**src/rtl/main_mem_responder_pkg.sv**
```systemverilog
// Shared types and helpers for the data-memory responder and its store buffer.
// Store-buffer entries carry a full 30-bit word index; only the low bits address the array.
package main_mem_responder_pkg;

    typedef struct packed {
        logic [29:0] widx;
        logic [31:0] dat;
    } sb_entry_t;

    localparam int SB_WIDX_W = 30;
    localparam int SB_DAT_W  = 32;

    // Pointer width for a power-of-two buffer; never narrower than one bit.
    function automatic int sb_idx_w(input int depth);
        return (depth > 1) ? $clog2(depth) : 1;
    endfunction

endpackage

```
**src/rtl/main_mem_store_buf.sv**
```systemverilog
// Store buffer: FIFO of pending stores with combinational newest-match lookup for read bypass.
// Latency: push/pop commit at the clock edge; lookup sees only entries present before the edge.
// Backpressure: none toward the core; a push while full with no pop is refused and flagged on o_drop.
module main_mem_store_buf
    import main_mem_responder_pkg::*;
#(
    parameter int SB_DEPTH = 4
) (
    input  logic        clk,
    input  logic        rst_n,
    input  logic        i_push,
    input  logic [29:0] i_push_widx,
    input  logic [31:0] i_push_dat,
    input  logic        i_pop,
    input  logic [29:0] i_lookup_widx,
    output logic        o_hit,
    output logic [31:0] o_hit_dat,
    output logic [29:0] o_head_widx,
    output logic [31:0] o_head_dat,
    output logic        o_full,
    output logic        o_empty,
    output logic        o_drop
);
    localparam int IDX_W = sb_idx_w(SB_DEPTH);
    localparam int CNT_W = $clog2(SB_DEPTH) + 1;

    sb_entry_t        r_mem [SB_DEPTH];
    logic [IDX_W-1:0] r_wr_ptr;
    logic [IDX_W-1:0] r_rd_ptr;
    logic [CNT_W-1:0] r_count;

    logic w_push;
    logic w_pop;

    assign o_full  = (r_count == CNT_W'(SB_DEPTH));
    assign o_empty = (r_count == '0);

    // A pop frees a slot in the same cycle, so a push into a full buffer is fine when draining.
    assign w_pop  = i_pop & ~o_empty;
    assign w_push = i_push & (~o_full | w_pop);
    assign o_drop = i_push & o_full & ~w_pop;

    assign o_head_widx = r_mem[r_rd_ptr].widx;
    assign o_head_dat  = r_mem[r_rd_ptr].dat;

    always_ff @(posedge clk) begin
        if (!rst_n) begin
            r_wr_ptr <= '0;
            r_rd_ptr <= '0;
            r_count  <= '0;
        end else begin
            if (w_push) begin
                r_wr_ptr <= r_wr_ptr + IDX_W'(1);
            end
            if (w_pop) begin
                r_rd_ptr <= r_rd_ptr + IDX_W'(1);
            end
            if (w_push && !w_pop) begin
                r_count <= r_count + CNT_W'(1);
            end else if (w_pop && !w_push) begin
                r_count <= r_count - CNT_W'(1);
            end
        end
    end

    always_ff @(posedge clk) begin
        if (w_push) begin
            r_mem[r_wr_ptr] <= '{widx: i_push_widx, dat: i_push_dat};
        end
    end

    // Scan oldest to newest so the last match (the newest store) wins.
    always_comb begin
        logic [IDX_W-1:0] w_slot;
        o_hit     = 1'b0;
        o_hit_dat = '0;
        w_slot    = '0;
        for (int i = 0; i < SB_DEPTH; i++) begin
            w_slot = r_rd_ptr + IDX_W'(i);
            if ((CNT_W'(i) < r_count) && (r_mem[w_slot].widx == i_lookup_widx)) begin
                o_hit     = 1'b1;
                o_hit_dat = r_mem[w_slot].dat;
            end
        end
    end

endmodule

```
**src/rtl/main_mem_responder.sv**
```systemverilog
// Data-memory responder: word array behind a non-blocking store buffer; optional MAIN_MEM_PERF_EN counters.
// Latency: reads combinational from mem_addr with store bypass; stores and loader writes commit at the edge.
// Backpressure: none; loader wins the write port and stalls drain, a store arriving full with no drain is dropped (sb_ovf).
module main_mem_responder
    import main_mem_responder_pkg::*;
#(
    parameter int MAIN_MEM_BYTE_ADD_W = 8,
    parameter int SB_DEPTH            = 4
) (
    input  logic        clk,
    input  logic        rst_n,
    input  logic        mem_cs,
    input  logic        mem_wen,
    input  logic [31:0] mem_addr,
    input  logic [31:0] mem_dat_in,
    output logic [31:0] mem_dat_out,
    input  logic        ld_wen,
    input  logic [31:0] ld_addr,
    input  logic [31:0] ld_dat,
    output logic        sb_full,
    output logic        sb_ovf
`ifdef MAIN_MEM_PERF_EN
    ,
    output logic [31:0] perf_rd_cnt,
    output logic [31:0] perf_wr_cnt,
    output logic [31:0] perf_byp_cnt
`endif
);
    localparam int AW    = MAIN_MEM_BYTE_ADD_W - 2;
    localparam int DEPTH = 1 << AW;

    logic [31:0]   r_array [DEPTH];
    logic          r_sb_ovf;

    logic [AW-1:0] w_mem_aidx;
    logic [AW-1:0] w_ld_aidx;
    logic [29:0]   w_mem_widx;
    logic          w_store;
    logic          w_read;
    logic          w_pop_req;
    logic          w_drain;
    logic          w_hit;
    logic [31:0]   w_hit_dat;
    logic [29:0]   w_head_widx;
    logic [31:0]   w_head_dat;
    logic          w_full;
    logic          w_empty;
    logic          w_drop;
    logic [31:0]   w_rd_dat;

    assign w_mem_aidx = mem_addr[MAIN_MEM_BYTE_ADD_W-1:2];
    assign w_ld_aidx  = ld_addr[MAIN_MEM_BYTE_ADD_W-1:2];
    assign w_mem_widx = 30'(w_mem_aidx);
    assign w_store    = mem_cs & mem_wen;
    assign w_read     = mem_cs & ~mem_wen;

    // Reset must not let the oldest entry slip into the array on the way out.
    assign w_pop_req  = rst_n & ~ld_wen;
    assign w_drain    = w_pop_req & ~w_empty;

    main_mem_store_buf #(
        .SB_DEPTH (SB_DEPTH)
    ) u_store_buf (
        .clk           (clk),
        .rst_n         (rst_n),
        .i_push        (w_store),
        .i_push_widx   (w_mem_widx),
        .i_push_dat    (mem_dat_in),
        .i_pop         (w_pop_req),
        .i_lookup_widx (w_mem_widx),
        .o_hit         (w_hit),
        .o_hit_dat     (w_hit_dat),
        .o_head_widx   (w_head_widx),
        .o_head_dat    (w_head_dat),
        .o_full        (w_full),
        .o_empty       (w_empty),
        .o_drop        (w_drop)
    );

    // Loader is a backdoor: it never waits, and older buffered stores to the same word land after it.
    always_ff @(posedge clk) begin
        if (ld_wen) begin
            r_array[w_ld_aidx] <= ld_dat;
        end else if (w_drain) begin
            r_array[w_head_widx[AW-1:0]] <= w_head_dat;
        end
    end

    always_ff @(posedge clk) begin
        if (!rst_n) begin
            r_sb_ovf <= 1'b0;
        end else if (w_drop) begin
            r_sb_ovf <= 1'b1;
        end
    end

    always_comb begin
        w_rd_dat = '0;
        if (mem_cs) begin
            w_rd_dat = w_hit ? w_hit_dat : r_array[w_mem_aidx];
        end
    end

    assign mem_dat_out = w_rd_dat;
    assign sb_full     = w_full;
    assign sb_ovf      = r_sb_ovf;

`ifdef MAIN_MEM_PERF_EN
    logic [31:0] r_perf_rd_cnt;
    logic [31:0] r_perf_wr_cnt;
    logic [31:0] r_perf_byp_cnt;

    always_ff @(posedge clk) begin
        if (!rst_n) begin
            r_perf_rd_cnt  <= '0;
            r_perf_wr_cnt  <= '0;
            r_perf_byp_cnt <= '0;
        end else begin
            if (w_read && (r_perf_rd_cnt != '1)) begin
                r_perf_rd_cnt <= r_perf_rd_cnt + 32'd1;
            end
            if (w_store && !w_drop && (r_perf_wr_cnt != '1)) begin
                r_perf_wr_cnt <= r_perf_wr_cnt + 32'd1;
            end
            if (w_read && w_hit && (r_perf_byp_cnt != '1)) begin
                r_perf_byp_cnt <= r_perf_byp_cnt + 32'd1;
            end
        end
    end

    assign perf_rd_cnt  = r_perf_rd_cnt;
    assign perf_wr_cnt  = r_perf_wr_cnt;
    assign perf_byp_cnt = r_perf_byp_cnt;
`endif

    logic w_unused;
    assign w_unused = ^{mem_addr[31:MAIN_MEM_BYTE_ADD_W], mem_addr[1:0],
                        ld_addr[31:MAIN_MEM_BYTE_ADD_W], ld_addr[1:0],
                        w_head_widx[29:AW]};

endmodule
```
**config.mk**
```make
export PLATFORM = sky130hd
export DESIGN_NAME = main_mem_responder
export DESIGN_NICKNAME = d
export VERILOG_FILES = /design/src/rtl/main_mem_responder_pkg.sv /design/src/rtl/main_mem_store_buf.sv /design/src/rtl/main_mem_responder.sv
export SDC_FILE = /design/constraint.sdc
export NUM_CORES = 2
export LEC_CHECK = 0
export ABC_AREA = 0
export ABC_CLOCK_PERIOD_IN_PS = 6400
export CORE_MARGIN = 5
export CORE_UTILIZATION = 45
export CTS_CLUSTER_DIAMETER = 120
export CTS_CLUSTER_SIZE = 24
export DETAILED_ROUTE_END_ITERATION = 6
export PLACE_DENSITY_LB_ADDON = 0.05
export RECOVER_POWER = 25
export SETUP_SLACK_MARGIN = 0.2
export SKIP_CTS_REPAIR_TIMING = 1
export SLEW_MARGIN = 10
export SYNTH_ARGS = -nofsm -noshare
export SYNTH_HDL_FRONTEND = slang
export SYNTH_SLANG_ARGS = --single-unit
```
**constraint.sdc**
```tcl
create_clock -name clk -period 6.4 [get_ports clk]
set_input_delay 0.64 -clock clk [delete_from_list [all_inputs] [get_ports clk]]
set_output_delay 0.64 -clock clk [all_outputs]
set_load 0.02 [all_outputs]
```
==> flow_summary_export.csv <==
group,metric,value,unit
timing,skew,0.0386,ns
status,status,"finished with violations",
synth,synth_ff_type,"edfxtp_1",
timing,worst-slew-pin-transition,2.91,ns
synth,synth_top_family_by_area,"multiplexers",
timing,finalCriticalPeriod,6.09,ns
timing,fin_crit_sh,95.2,%
timing,timing.fmax,0.164,GHz
synth,synthAdderAreaFrac,0.126,%
synth,yosysTopAreaCellShare,74.0,%
timing,hold_violations,0,
synth,ys_seq_elements,2210,
critical_path,worstSetupEndpointType,"primary output",
routing,routed_via_density,6.35,
power_and_ir_drop,ir_drop,0.216,mV
floorplan,io_pins,167,
clock_network,cts_inserted_buffers,102,
placement,gp_congestion,0.824,
cells_and_area,finalInstanceArea,0.0982,mm^2
floorplan,dieArea,0.207,mm^2
synth,ys_types,67,
flow_run,drv_cap,18,
placement,port_buffers,114,
timing,rsz0062_at_grt,"no",
global_route,overflow,0,
placement,dpl.hpwl,164,mm
critical_path,cp.arrival,5.45,ns
clock_network,clock_latency,0.78,ns
routing,wire_per_inst,36.7,um
floorplan,chipHeight,455,um
synth,synth-compound-area-share,5.19,%
global_route,grt_pass1_wl,374,mm
critical_path,cp-start-kind,"input pin",
cells_and_area,drive_gt1_share,20.3,%
synth,synth-xor-area-share,0.304,%
synth,avgSynthCellArea,19.8,um^2
cells_and_area,fin_nets,4861,
clock_network,cts_root_buffer,"clkbuf_16",
cells_and_area,num-fill-cells,16100,
synth,synth-edff-count,2200,
synth,yosysSeqAreaShare,74.2,%
synth,syn_inst,4512,
global_route,grtUsageTotal,25.5,%
power_and_ir_drop,power.density,284,mW/mm^2
critical_path,crit_type,"in2out",
synth,yosys_warnings,0,
timing,finalSetupViolations,0,
routing,first_pass_iters,5,
synth,async_flop_share,0,%
synth,netlist_area,0.0893,mm^2
global_route,grt_max_degree,84,
status,violations,"max-capacitance violations, max-slew violations",
placement,dpl_cell_area,0.0954,mm^2
floorplan,initial_utilization,45.2,%
cells_and_area,area_growth,9.96,%
global_route,grt_pass1_vias,45800,
clock_network,clock_sinks,2210,
synth,synth_area_leaders,"edfxtp_1 (74%), mux4_2 (11%), mux2i_1 (4.8%)",
routing,drt_wl_total,271,mm
timing,tns,0,ns
synth,synthSimpleGateAreaFrac,1.93,%
critical_path,rrSetupSlack,0.53,ns
critical_path,worstPathRequired,5.76,ns
synth,yosysTopAreaCell,"edfxtp_1",
timing,slew_headroom,-94.2,%
routing,drt_iter0_markers,5294,
clock_network,cts_buffer_depth,3,
routing,route.vias.total,46900,
min_path,hold_class,"in2reg",
power_and_ir_drop,leakagePower,30.5,nW
synth,muxShareOfSynthArea,16.7,%
clock_network,path_clk_slew,0.10,ns
global_route,antenna_found_initial,17,
clock_network,cts.htree.levels,3,
routing,ant_nets,0,
critical_path,crit_fanout,16,
floorplan,core-area,0.197,mm^2
timing,final-max-slew-violation-count,720,
floorplan,fp-row-count,163,
routing,route.detailed.drc,0,
floorplan,die_w,455,um
synth,syn_nets,4654,
clock_network,cts_tree,"done",
-- Yosys cell counts, drive strengths merged, types with 5 or more instances --
cell type and count:
xnor2 27, o21ai 135, a22o 5, dfxtp 10, a211o 8, a211oi 17, nand2b 23, or2 5
mux2 64, and2 24, nand4 10, clkbuf 150, o21a 5, o31ai 26, nor2b 10, inv 14
edfxtp 2200, a21o 9, o211ai 10, buf 139, o22ai 28, ha 9, a221o 42, a31oi 22
nand2 78, mux2i 424, nand3 16, nor2 143, a221oi 146, o311a 7, a311oi 11, a21oi 131
a22oi 33, nor4 11, nor3 35, mux4 441
-- final cells by class --
| cell class | instances | area (um^2) | share of cell area (%) |
|---|---|---|---|
| tap | 2640 | 3300 | 3.36 |
| timing repair buffer | 392 | 3600 | 3.66 |
| antenna | 10 | 25.0 | 0.0255 |
| clock buffer | 119 | 2720 | 2.77 |
| clock inverter | 5 | 56.3 | 0.0573 |
| multi-input combinational | 1999 | 22200 | 22.6 |
| inverter | 14 | 60.1 | 0.0612 |
| sequential | 2210 | 66300 | 67.5 |
-- per-layer routing --
layer  track usage [%]  vias up  wire length, um
li1                  -    19200                -
met3              2.78      245            16500
met1              38.1    25800           120000
met4              6.22        4             7230
met5                 0        -               21
met2              40.7     1689           128000
-- cell usage in the layout, fill, tap and decap left out, types with 70 or more instances in the layout --
cell / count
clkdlybuf4s50_1: 70
clkbuf_16: 107
o21ai_0: 134
edfxtp_1: 2200
buf_4: 247
a21oi_1: 129
a221oi_1: 146
nand2_1: 78
nor2_1: 79
mux2i_1: 424
mux4_2: 438
-- registers in the layout (all words and copies together), names as in the netlist, named ones only --
name and count:
u_store_buf.r_rd_ptr 2, r_array 2048, u_store_buf.r_mem 152, u_store_buf.r_wr_ptr 2, sb_ovf 1, u_store_buf.r_count 3
-- logic make-up (layout without fill, tap and decap cells) --
group / Yosys count / after routing
flops: 2210 / 2210
compound gates: 661 / 661
buf+inv: 303 / 530
mux: 929 / 929
fa+ha+maj: 9 / 9
simple gates: 369 / 369
other cells: 0 / 10
xor+xnor: 31 / 31
-- metrics by stage --
| stage | setup WS [ns] | hold WS, ns | total power, mW | util, % | cells |
|---|---|---|---|---|---|
| after detailed placement | 0.763 | 0.508 | 20.8 | 48.3 | 7255 |
| after floorplan | 0.571 | 0.528 | 19.1 | - | 4512 |
| after global routing | 0.171 | 0.246 | 28.7 | 49.7 | 7382 |
| after global placement | 0.758 | 0.483 | 20.7 | 48.3 | 7254 |
| after CTS | 0.411 | 0.226 | 28.1 | 49.7 | 7379 |
| final | 0.307 | 0.281 | 27.9 | 49.7 | 7389 |
-- worst max-delay path, cell delays in order --
cell and delay [ns]:
clkbuf_1 1.14, buf_4 0.52, nor2_1 0.22, buf_4 0.28, a31oi_1 0.82, o21ai_0 0.43, a21oi_1 0.44, o311a_1 0.28
clkdlybuf4s50_1 0.63
-- where the power goes --
part	switching, mW	total, mW	internal, mW
registers	0.104	16.8	16.7
logic	2.52	3.67	1.15
clock network	4.43	7.46	3.03
total	7.06	27.9	20.8
-- final timing paths --
kind | start | to | cells past startpoint
max | mem_addr[6] | mem_dat_out[20] | 9
max reg2reg | u_store_buf.r_count[0] | r_array[57][13] | 7
min reg2reg | sb_ovf | sb_ovf | 2
min | mem_addr[5] | u_store_buf.r_mem[3][35] | 1
No activity file was read; power rests on OpenSTA's default activity.
